**config.mk**
```make
export PLATFORM = sky130hd
export DESIGN_NAME = uart_tx_arbiter
export DESIGN_NICKNAME = d
export VERILOG_FILES = /design/src/rtl/uart_tx_arbiter.sv
export SDC_FILE = /design/constraint.sdc
export NUM_CORES = 1
export LEC_CHECK = 0
export ABC_AREA = 1
export BUFFER_PORTS_ARGS = -buffer_cell sky130_fd_sc_hd__clkbuf_2
export CORE_MARGIN = 1.5
export CORE_UTILIZATION = 35
export DETAILED_ROUTE_END_ITERATION = 8
export GPL_ROUTABILITY_DRIVEN = 0
export SKIP_CTS_REPAIR_TIMING = 1
export SLEW_MARGIN = 30
export SYNTH_ARGS = -nofsm -noshare
export SYNTH_HDL_FRONTEND = slang
export SYNTH_SLANG_ARGS = --single-unit
```
**constraint.sdc**
```tcl
create_clock -name clk -period 4.16 [get_ports clk]
set_clock_uncertainty 0.2 [all_clocks]
set_input_delay 0 -clock clk [delete_from_list [all_inputs] [get_ports clk]]
set_output_delay 0 -clock clk [all_outputs]
set_load 0.05 [all_outputs]
```
**src/rtl/uart_tx_arbiter.sv**
```systemverilog
// uart_tx_arbiter: round-robin sharing of one UART byte transmitter among packet requesters
module uart_tx_arbiter #(
    parameter int NUM_REQ     = 4,
    parameter int MAX_PKT_LEN = 16
) (
    input  logic                 clk,
    input  logic                 rst,
    input  logic [NUM_REQ-1:0]   req_valid,
    input  logic [8*NUM_REQ-1:0] req_data,
    input  logic [NUM_REQ-1:0]   req_last,
    output logic [NUM_REQ-1:0]   req_ready,
    output logic                 tx_dv,
    output logic [7:0]           tx_byte,
    input  logic                 tx_done,
    output logic [2:0]           grant_id,
    output logic                 busy
);
    typedef enum logic [1:0] {IDLE, SEND, WAIT_DONE} state_t;
    state_t     state_q, state_d;
    logic [2:0] grant_q, grant_d, rr_q, rr_d, pick;
    logic [7:0] cnt_q, cnt_d, byte_q, byte_d, cur_byte;
    logic       dv_q, dv_d, last_q, last_d, cur_valid, cur_last;
    int         best;
    // pick the valid requester closest to rr_q going upward with wrap
    always_comb begin
        pick = '0;
        best = NUM_REQ;
        for (int i = 0; i < NUM_REQ; i++) begin
            if (req_valid[i] && ((i - int'(rr_q) + NUM_REQ) % NUM_REQ) < best) begin
                best = (i - int'(rr_q) + NUM_REQ) % NUM_REQ;
                pick = 3'(i);
            end
        end
    end
    // route the granted requester's stream and ready
    always_comb begin
        cur_valid = 1'b0;
        cur_last  = 1'b0;
        cur_byte  = '0;
        req_ready = '0;
        for (int i = 0; i < NUM_REQ; i++) begin
            if (grant_q == 3'(i)) begin
                cur_valid    = req_valid[i];
                cur_last     = req_last[i];
                cur_byte     = req_data[8*i +: 8];
                req_ready[i] = (state_q == SEND);
            end
        end
    end
    // next-state: grant in IDLE, accept in SEND, release or continue on tx_done
    always_comb begin
        state_d = state_q;
        grant_d = grant_q;
        rr_d    = rr_q;
        cnt_d   = cnt_q;
        byte_d  = byte_q;
        last_d  = last_q;
        dv_d    = 1'b0;
        if (state_q == IDLE) begin
            if (|req_valid) begin
                grant_d = pick;
                cnt_d   = '0;
                state_d = SEND;
            end
        end else if (state_q == SEND) begin
            if (cur_valid) begin
                byte_d  = cur_byte;
                dv_d    = 1'b1;
                last_d  = cur_last;
                cnt_d   = cnt_q + 8'd1;
                state_d = WAIT_DONE;
            end
        end else if (tx_done) begin
            if (last_q || cnt_q == 8'(MAX_PKT_LEN)) begin
                rr_d    = (grant_q == 3'(NUM_REQ-1)) ? 3'd0 : grant_q + 3'd1;
                state_d = IDLE;
            end else begin
                state_d = SEND;
            end
        end
    end
    // state registers; reset aborts any packet in flight
    always_ff @(posedge clk or posedge rst) begin
        if (rst) begin
            state_q <= IDLE;
            grant_q <= '0;
            rr_q    <= '0;
            cnt_q   <= '0;
            byte_q  <= '0;
            last_q  <= 1'b0;
            dv_q    <= 1'b0;
        end else begin
            state_q <= state_d;
            grant_q <= grant_d;
            rr_q    <= rr_d;
            cnt_q   <= cnt_d;
            byte_q  <= byte_d;
            last_q  <= last_d;
            dv_q    <= dv_d;
        end
    end
    assign tx_dv    = dv_q;
    assign tx_byte  = byte_q;
    assign grant_id = grant_q;
    assign busy     = (state_q != IDLE);
endmodule

```
== Word-level counts from Yosys, hierarchy flattened ==
Cells that the tools add are included.

* Bits in registers: 26
* Bits of input ports: 43
* Output and inout bits: 17
* Word-level logic and storage cells: 91

* $add $sub $neg: 10
* Order comparisons: 4
* Equal/unequal tests: 7
* Muxes and demuxes: 36
* Bitwise operators: 6
* Reduce and logical (&&, ||, !) cells: 21

{| class="wikitable"
|+ Operator list
! cell !! count
|-
| $lt 3x32->1 || 3
|-
| $mux 32 || 3
|-
| $mux 8 || 8
|-
| $add 4x4->5 const B || 4
|-
| $mux 1 || 17
|-
| $mux 2 || 5
|-
| $mux 3 || 3
|-
| $reduce_and 3->1 || 3
|-
| $add 8x1->8 const B || 1
|-
| $eq 8x5->1 const B || 1
|-
| $reduce_or 2->1 || 4
|-
| $sub 1x3->4 const A || 2
|-
| $sub 2x3->4 const A || 2
|-
| $eq 3x2->1 const B || 2
|-
| $reduce_bool 2->1 || 3
|-
| $and 1x1->1 || 4
|-
| $logic_and 1x1->1 || 4
|-
| $lt 3x4->1 const B || 1
|-
| $reduce_and 4->1 || 1
|-
| $reduce_or 4->1 || 1
|-
| $add 3x1->3 const B || 1
|-
| $eq 3x1->1 const B || 1
|-
| $logic_not 3->1 || 1
|-
| $ne 3x2->1 const B || 1
|-
| other kinds (7) || 8
|}

== Logic depth before layout (Yosys ltp) ==
* Depth after elaboration: 16
* Gate-level depth with buffers: 28
* Gate-level depth less buffers: 28

== Worst setup path after synthesis ==
No wires, ideal clock.

* Kind: reg2reg
* Start: register rr_q[0]
* End: register grant_q[0] (netlist: grant_id[0])
* Library setup time: 0.078 ns
* Data arrival time: 2.891 ns
* Data required time: 3.882 ns
* Path slack: 0.991 ns
* Cell stages (with the launch flop): 28
* Path buffers: 0
* Clock period less this slack: 3.169 ns
* Cells stage by stage: dfrtp_1 inv_1 ha_1 inv_1 nand3_1 ha_1 inv_1 nor3_2 nand2_1 nand2_2 nand2_1 nand2_1 o22ai_1 inv_1 ha_1 nand2_1 nand2_1 nand2_1 nand2_1 nand2_1 nand2_2 o21ai_0 ha_1 nand2_1 nand2_1 nand2_1 nand2_1 a21oi_1

* Cells in the longest elaborated chain, start to end: 16
* Elaborated cells between the ends (all ways): 30
* Those cells by class: add/sub: 8; order compare: 4; mux: 6; bitwise: 4; reduce/logical: 8

{| class="wikitable"
|+ RTL lines
! what !! line !! RTL
|-
| from (decl) || 20 || <nowiki>logic [2:0] grant_q, grant_d, rr_q, rr_d, pick;</nowiki>
|-
| from (signal assigned) || 95 || <nowiki>rr_q <= rr_d;</nowiki>
|-
| $sub 1x3->4 || 29, 30 ||
|-
| $add 4x4->5 || 29, 30 ||
|-
| $reduce_or 2->1 (no line) || n/a ||
|-
| $and 1x1->1 (no line) || n/a ||
|-
| $lt 3x4->1 || 29 || <nowiki>if (req_valid[i] && ((i - int'(rr_q) + NUM_REQ) % NUM_REQ) < best) begin</nowiki>
|-
| $logic_and 1x1->1 || 29 ||
|-
| $mux 32 || 29 ||
|-
| $lt 3x32->1 || 29 ||
|-
| $logic_and 1x1->1 || 29 ||
|-
| $mux 32 || 29 ||
|-
| $lt 3x32->1 || 29 ||
|-
| $logic_and 1x1->1 || 29 ||
|-
| $mux 32 || 29 ||
|-
| $lt 3x32->1 || 29 ||
|-
| $logic_and 1x1->1 || 29 ||
|-
| $mux 3 (*) || 29 ||
|-
| to (signal assigned) || 94 || <nowiki>grant_q <= grant_d;</nowiki>
|-
| to (decl) || 20 ||
|}

Every way passes the cells marked *; elsewhere a longest branch is shown, timed or not.
A chain may end at the register's enable or synchronous reset.

== Final worst setup path ==
Same ends and word-level chain as after synthesis.

==> flow_metrics.tcl <==
set metrics [dict create \
    fp.dieArea_um2 5517 \
    fillers 483 \
    overflow 0 \
    p_per_area_nw_per_um2 732.2 \
    wl_um 4280 \
    cts_buffers 3 \
    die_h_um 74.28 \
    crit_type "register to register" \
    drv_cap 0 \
    drtPass1Iterations 4 \
    vias 1740 \
    design_area_um2 2416 \
    worst_pin_slew_ps 590.7 \
    drive_gt1_share_pct 25.88 \
    hpwl_um 3155 \
    cp.arrival_ps 3460 \
    synth-edff-count 0 \
    io_pins 60 \
    antennaDiodeCount 0 \
    start_util_pct 36.91 \
    layout.nets 371 \
    drc 0 \
    cts-root-buf "clkbuf_8" \
    cpMaxStageDelayCell "dfrtp_1" \
    finalHoldViolations 1 \
    antenna_found_initial 0 \
    cts_buffer_depth 2 \
    track_usage_pct 15.92 \
    violations "hold timing" \
    grt_pass1_vias 1507 \
    coreArea_um2 4817 \
    syn_to_final_growth_pct 35.89 \
    die_w_um 74.28 \
    synth-seq-area-share_pct 33.78 \
    avgViaCountPerCell 4.579 \
    synth_seq_cells 24 \
    setup_viol 0 \
    ir_drop_mv 0.5523 \
    ys_async_sr_fraction_pct 100.0 \
    layout_common_cells "58 x clkbuf_2, 39 x nand2_1, 33 x nor2_1, 30 x inv_1, 24 x dfrtp_1" \
    cts_tree "done" \
    critical_path.max_stage_delay_ps 400 \
    timing.rr.start "rr_q[0]" \
    cp-startpoint "rr_q[0]" \
    status "finished with violations" \
    grt_pass1_wl_um 6803 \
    clock_latency_ps 270 \
    yosys_warnings 0 \
    cp-end-kind "register" \
    drt-wirelength-per-cell_um 11.26 \
    p_leak_nw 1.260 \
    cp_data_required_time_ps 4160 \
    synth.cell_area_um2 1778 \
    period_needed_ps 3456 \
    drv_slew 0 \
    ant_nets 0 \
    fmax_mhz 289.4 \
    drt_iter0_markers 66 \
    h-tree-depth 1 \
    syn_avg_cell_area_um2 7.631 \
    path_common_cell "nand2_1" \
    final_common_cell "clkbuf_2" \
    setup_tns_ps 0 \
    netlist-cell-type-count 33 \
    critPathMaxFanout 6 \
    path_clk_slew_ps 90 \
    rsz0062_at_grt "false" \
    timing.final.crit_share_pct 83.08 \
    syn_inst 233 \
    numPortBuffers 58 \
    grt_max_degree 25 \
    start_kind "register" \
    fp-row-count 25 \
    cts_sinks 24 \
    synthFlopType "dfrtp_1" \
    whs_ps -3.683 \
    place_area_um2 2135 \
    relSlewSlack_pct 60.62 \
    hold_path.startpoint "req_valid[2]" \
    hold_class "primary input to register" \
]
==> cell type report <==
cell class,count,area (µm²),share of cell area (%)
Clock buffer,3,41.29,1.709
Clock inverter,1,30.03,1.243
Inverter,35,131.4,5.438
Multi-Input combinational cell,171,1028,42.57
Sequential cell,24,600.6,24.86
Tap cell,67,83.83,3.470
Timing Repair Buffer,79,500.5,20.71
==> cell families after synthesis <==
logic type / count (synthesis) / share of synthesized area [%]
AOI/OAI and AO/OA: 53 / 19.35
and+or+nand+nor: 99 / 27.59
buffers and inverters: 42 / 9.218
DFF: 24 / 33.78
other: 1 / 0.2109
adders and majority gates: 14 / 9.852
==> path summary, 6_finish.rpt <==
kind                       cells past startpoint  slack (ps)          end
setup / recovery                              28         700  grant_id[0]
hold / removal                                 5          -4  grant_id[1]
setup reg to reg                              28         700  grant_id[0]
hold reg to reg                                2         350       last_q
max in group asynchronous                      3        3330      rr_q[1]
min in group asynchronous                      3          80     cnt_q[0]
==> where the power goes <==
| part | internal, mW | switching, mW |
|---|---|---|
| registers | 0.317 | 0.0604 |
| logic | 0.396 | 0.784 |
| clock network | 0.129 | 0.0820 |
==> registers in the layout, summed over array words and instances (netlist names) <==
name      cells
tx_byte       8
last_q        1
cnt_q         8
grant_id      2
rr_q          2
state_q       2
tx_dv         1
==> cell usage after synthesis, types with 2 or more instances <==
| library cell | count | area share [%] |
|---|---|---|
| nor2_1 | 33 | 7.0 |
| inv_1 | 31 | 6.5 |
| nand4_1 | 3 | 1.1 |
| dfrtp_1 | 24 | 34 |
| buf_2 | 2 | 0.56 |
| o21ai_0 | 7 | 2.0 |
| nand2_2 | 4 | 1.4 |
| nor3_1 | 3 | 0.84 |
| o22ai_1 | 2 | 0.70 |
| nor2_4 | 3 | 1.9 |
| o211ai_1 | 2 | 0.84 |
| nand3_1 | 6 | 1.7 |
| inv_2 | 4 | 0.84 |
| o21ai_1 | 3 | 0.84 |
| nor4_1 | 2 | 0.70 |
| clkbuf_1 | 4 | 0.84 |
| a211oi_1 | 8 | 3.4 |
| nand2_1 | 39 | 8.2 |
| a22oi_1 | 8 | 3.4 |
| o31ai_1 | 9 | 3.8 |
| a21oi_1 | 11 | 3.1 |
| ha_1 | 14 | 9.9 |
==> critical path, delay by kind of cell (launching register included) <==
family / cells / cell delay [ps]
and+or+nand+nor: 17 / 1080
AOI/OAI and AO/OA: 3 / 320
buffers and inverters: 4 / 340
adders and majority gates: 4 / 1030
DFF: 1 / 400
==> per-layer routing <==
metal  vias up  part of all wire (%)  GRT usage [%]
li1        935                     -              -
met1       758                    50          24.48
met2        42                    45          23.12
met3         5                   3.5          2.033
met4         0                   1.4          4.848
met5         -                     0              0
==> metrics by stage <==
stage | setup WS [ps] | power [mW] | std cells | util, % | hold slack (ps)
finish | 704.0 | 1.769 | 380 | 50.16 | -3.683
global route | 241.7 | 1.950 | 380 | 50.16 | 9.903
CTS | 705.5 | 1.684 | 359 | 45.79 | -269.4
detailed placement | 724.5 | 1.471 | 355 | 44.31 | 24.28
global placement | 821.6 | 1.462 | 355 | 44.31 | 20.19
floorplan | 991.0 | 1.242 | 237 | - | -185.4
No activity file was read; power rests on OpenSTA's default activity.
